### config.mk
export PLATFORM = sky130hd
export DESIGN_NAME = idea_round_sequencer
export DESIGN_NICKNAME = d
export VERILOG_FILES = /design/src/rtl/idea_round_sequencer.sv
export SDC_FILE = /design/constraint.sdc
export NUM_CORES = 1
export LEC_CHECK = 0
export CAP_MARGIN = 10
export CORE_MARGIN = 10
export CORE_UTILIZATION = 44
export DETAILED_ROUTE_END_ITERATION = 10
export PLACE_DENSITY = 0.8
export SLEW_MARGIN = 20
export SYNTH_ARGS = -nofsm -noshare
export SYNTH_HDL_FRONTEND = slang
export SYNTH_SLANG_ARGS = --single-unit
### constraint.sdc
create_clock -name CLK -period 2.7 [get_ports CLK]
set_input_delay 0.54 -clock CLK [delete_from_list [all_inputs] [get_ports CLK]]
set_output_delay 0.54 -clock CLK [all_outputs]
set_load 0.1 [all_outputs]
### src/rtl/idea_round_sequencer.sv
`default_nettype none
// idea_round_sequencer: steps an external IDEA round unit through 8 rounds plus the output transform (rev 1.0)
module idea_round_sequencer (
  input  logic         CLK,
  input  logic         RST,
  input  logic         START,
  input  logic [127:0] K,
  input  logic [63:0]  X,
  output logic         BUSY,
  output logic         DONE,
  output logic [63:0]  X_OUT,
  output logic [63:0]  RND_IN,
  output logic [95:0]  RND_Z,
  output logic         RND_FINAL,
  input  logic [63:0]  RND_OUT
);

  typedef enum logic [0:0] {
    IDLE = 1'b0,
    RUN  = 1'b1
  } state_t;

  localparam logic [3:0] LAST_RND = 4'd8;

  state_t         state_q, state_d;
  logic [3:0]     rnd_q, rnd_d;
  logic [2:0]     off_q, off_d;
  logic [63:0]    data_q, data_d;
  logic [127:0]   ka_q, ka_d;
  logic [127:0]   kb_q, kb_d;
  logic           done_q, done_d;
  logic [63:0]    x_out_q, x_out_d;
  logic [3:0]     off_next;
  logic [3:0]     off_wrap;
  logic [191:0]   key_window;
  logic [7:0]     z_msb;

  function automatic logic [127:0] rotl25(input logic [127:0] v);
    return {v[102:0], v[127:103]};
  endfunction

  always_ff @(posedge CLK) begin
    if (RST) begin
      state_q <= IDLE;
      rnd_q   <= 4'd0;
      off_q   <= 3'd0;
      data_q  <= 64'd0;
      ka_q    <= 128'd0;
      kb_q    <= 128'd0;
      done_q  <= 1'b0;
      x_out_q <= 64'd0;
    end else begin
      state_q <= state_d;
      rnd_q   <= rnd_d;
      off_q   <= off_d;
      data_q  <= data_d;
      ka_q    <= ka_d;
      kb_q    <= kb_d;
      done_q  <= done_d;
      x_out_q <= x_out_d;
    end
  end

  always_comb begin
    state_d  = state_q;
    rnd_d    = rnd_q;
    off_d    = off_q;
    data_d   = data_q;
    ka_d     = ka_q;
    kb_d     = kb_q;
    done_d   = 1'b0;
    x_out_d  = x_out_q;
    off_next = {1'b0, off_q} + 4'd6;
    off_wrap = off_next - 4'd8;

    case (state_q)
      IDLE: begin
        if (START) begin
          state_d = RUN;
          data_d  = X;
          ka_d    = K;
          kb_d    = rotl25(K);
          off_d   = 3'd0;
          rnd_d   = 4'd0;
        end
      end
      RUN: begin
        if (rnd_q == LAST_RND) begin
          x_out_d = RND_OUT;
          done_d  = 1'b1;
          state_d = IDLE;
        end else begin
          data_d = RND_OUT;
          rnd_d  = rnd_q + 4'd1;
          // Window runs past KA: slide the key pair forward by one rotation.
          if (off_next >= 4'd8) begin
            off_d = off_wrap[2:0];
            ka_d  = kb_q;
            kb_d  = rotl25(kb_q);
          end else begin
            off_d = off_next[2:0];
          end
        end
      end
      default: state_d = IDLE;
    endcase
  end

  // Offset never exceeds 6, so the window never reaches KB words 4..7.
  assign key_window = {ka_q, kb_q[127:64]};
  assign z_msb      = 8'd191 - {1'b0, off_q, 4'b0000};

  assign BUSY      = (state_q == RUN);
  assign DONE      = done_q;
  assign X_OUT     = x_out_q;
  assign RND_IN    = (state_q == RUN) ? data_q : 64'd0;
  assign RND_Z     = (state_q == RUN) ? key_window[z_msb -: 96] : 96'd0;
  assign RND_FINAL = (state_q == RUN) && (rnd_q == LAST_RND);

endmodule
`default_nettype wire
==> metrics.txt <==
CP Capture Type=output port; TritonCTS clock tree=yes; Net Count, Synth=1,788; prevailing post-synth register cell=dfxtp_1; Die ar.=43,000 um2; clock sink count=264; compound-gate portion of the synthesized area=0.147; RSZ-0062 raised after global routing=true; clock-pin slew on the worst setup and hold paths=0.06 ns; row count=68; Synth Area in Adders=0.00243; hpwl dp=52.7 mm; gr usage total=0.311; clk_lat worst skew=0.55 ns; worst vdd ir=0.510 mV; Max Fclk=371 MHz; WP data required=2.16 ns; via/cell ratio=6.61; H-tree depth=1; total I/O pin count=486; TritonRoute pass-1 iters=9; Post-synth EDFFs=0; Worst Tran Pin Value=0.798 ns; status=finished clean; worst endpoint data arrival time=2.15 ns; ratio of cells with drive above 1 in the final layout=0.314; startpoint types=flip-flop; XOR/XNOR Fraction of Synth Area=0; cts hold-fix bufs=0; most frequent cells in the layout=261 x dfxtp_1, 257 x clkdlybuf4s50_1, 192 x mux2i_1, 179 x buf_12; Static Leak=9.09 nW; clk_skew=0.0188 ns; Post-Synthesis Cells=1,526; Horiz. Die Dim=207 um; Worst Path Max Fanout=10; Ys Warns=0; final setup TNS=0 ns; DRT Wirelength=73.2 mm; Final setup viols=0; most common cell after layout, fill and taps aside=dfxtp_1; # DRC=0; Slew Viols, Final=0; pwr dens=576 nW/um2; slew margin rel.=0.468; Starting Density=0.447; Tcrit/Tclk final=0.997; total of fill cells in the finished design=2,480; Post-Syn Area=15,400 um2; placed insts=2,295; asr flop ratio synth=0; Hold Vio Cnt, Final=0; hold crit path type=input port to flip-flop; Seq/Total Area, Yosys=0.342; Max Cap Viol=0; clock buffer depth=3; clk root buf=clkbuf_16; largest family of logic cells by synthesized area=multiplexers; Net count, final=2,155; Congestion Overflow GR=0; P&R area growth vs syn=53.0%; Tmin final=2.69 ns; Mapped Avg Cell Area=10.1 um2; 1st-iter DRT viols=2,303; Die H=207 um; GPL Wtd Cong=0.945; fin cells=2,381; Core Region=34,500 um2; Routed WL per cell=30.8 um; post-synthesis mux area share=0.265; post-route ant nets=0; initial antenna violation count=16; Distinct cells, synth=30; vias in the first global route=15,000; Post-Synth Simple-Gate Area=0.185; vias=15,700; TritonCTS Buffers=29; port buffer count=485; global-route wire length before repair=104 mm; largest net degree at the start of global routing=137; Seq cells post-synth=264; critical path class=flip-flop to output port
what timing repair did:
action / in CTS / in global routing
gates resized for setup: 32 / 12
buffers inserted: 4 / 9
setup endpoints to repair: 59 / 60
hold endpoints to repair: 0 / 0
gates cloned: 2 / 7
layout make-up:
class                           instances  area, um2  area share
Multi-Input combinational cell       1050       9520       0.403
Timing Repair Buffer                  541       7170       0.304
Sequential cell                       264       5300       0.224
Clock buffer                           41        832      0.0352
Tap cell                              455        569      0.0241
Clock inverter                         11        161     0.00684
Antenna cell                           12       30.0     0.00127
Inverter                                7       26.3     0.00111
synthesized netlist by cell type, types with 56 or more instances:
master,number,area share
dfxtp_1,264,0.34
mux2i_1,192,0.12
and2_1,161,0.065
nor3_1,129,0.042
a31oi_1,128,0.052
and4_1,128,0.073
clkbuf_1,116,0.028
mux4_2,96,0.14
buf_2,70,0.023
a21oi_1,65,0.021
a22o_1,64,0.036
a211oi_1,56,0.027
report_power, final:
| group | switching [mW] | internal, mW |
|---|---|---|
| registers | 0.640 | 4.22 |
| logic | 2.44 | 2.08 |
| clock network | 1.69 | 2.52 |
worst paths after layout:
path | startpoint | endpoint | slack (ns) | cells after the start
worst max-delay path | off_q[1]$_SDFFE_PP0P_ | RND_Z[78] | 0.007 | 5
worst min-delay path | RST | data_q[39]$_SDFFE_PP0P_ | 0.22 | 2
worst max register to register | off_q[1]$_SDFFE_PP0P_ | ka_q[97]$_SDFFE_PP0P_ | 0.36 | 9
worst min register to register | X_OUT[61]$_SDFFE_PP0P_ | X_OUT[61]$_SDFFE_PP0P_ | 0.48 | 1
critical path, cell delays in order (launching register included):
cell and delay (ns):
dfxtp_4 0.38, buf_4 0.17, clkbuf_16 0.19, mux4_2 0.52, and2_4 0.18, buf_12 0.16
sequential cells by signal (all words and copies together), names as in the netlist:
name and cells:
rnd_q 4, ka_q 127, kb_q 1, X_OUT 64
DONE 1, BUSY 1, off_q 2, data_q 64
cells by family (layout without fill, tap and decap cells):
group,Yosys count,after routing
buffers and inverters,212,600
multiplexers,288,288
AO/OA/AOI/OAI,328,328
AND/OR/NAND/NOR,431,431
adder cells (fa/ha/maj),3,3
flip-flops,264,264
other,0,12
per-stage QoR:
stage / util / setup WS (ns) / hold slack [ns] / instance area (um2) / total power [mW]
3_3_place_gp: 0.642 / 0.536 / 0.463 / 22200 / 9.12
2_1_floorplan: - / -0.0422 / 0.474 / 15600 / 7.35
3_5_place_dp: 0.642 / 0.496 / 0.466 / 22200 / 9.20
5_1_grt: 0.683 / -0.0314 / 0.230 / 23600 / 13.9
6_report: 0.684 / 0.00689 / 0.219 / 23600 / 13.6
4_1_cts: 0.675 / -0.0478 / 0.198 / 23300 / 13.4
layer usage:
metal | up-vias | global-route usage | part of all wire
met4 | 12 | 0.169 | 0.061
met2 | 1268 | 0.497 | 0.47
met5 | - | 0 | 0.0011
li1 | 6694 | - | -
met3 | 273 | 0.109 | 0.13
met1 | 7498 | 0.359 | 0.34
Note: power is estimated with default switching activity, not from simulation.
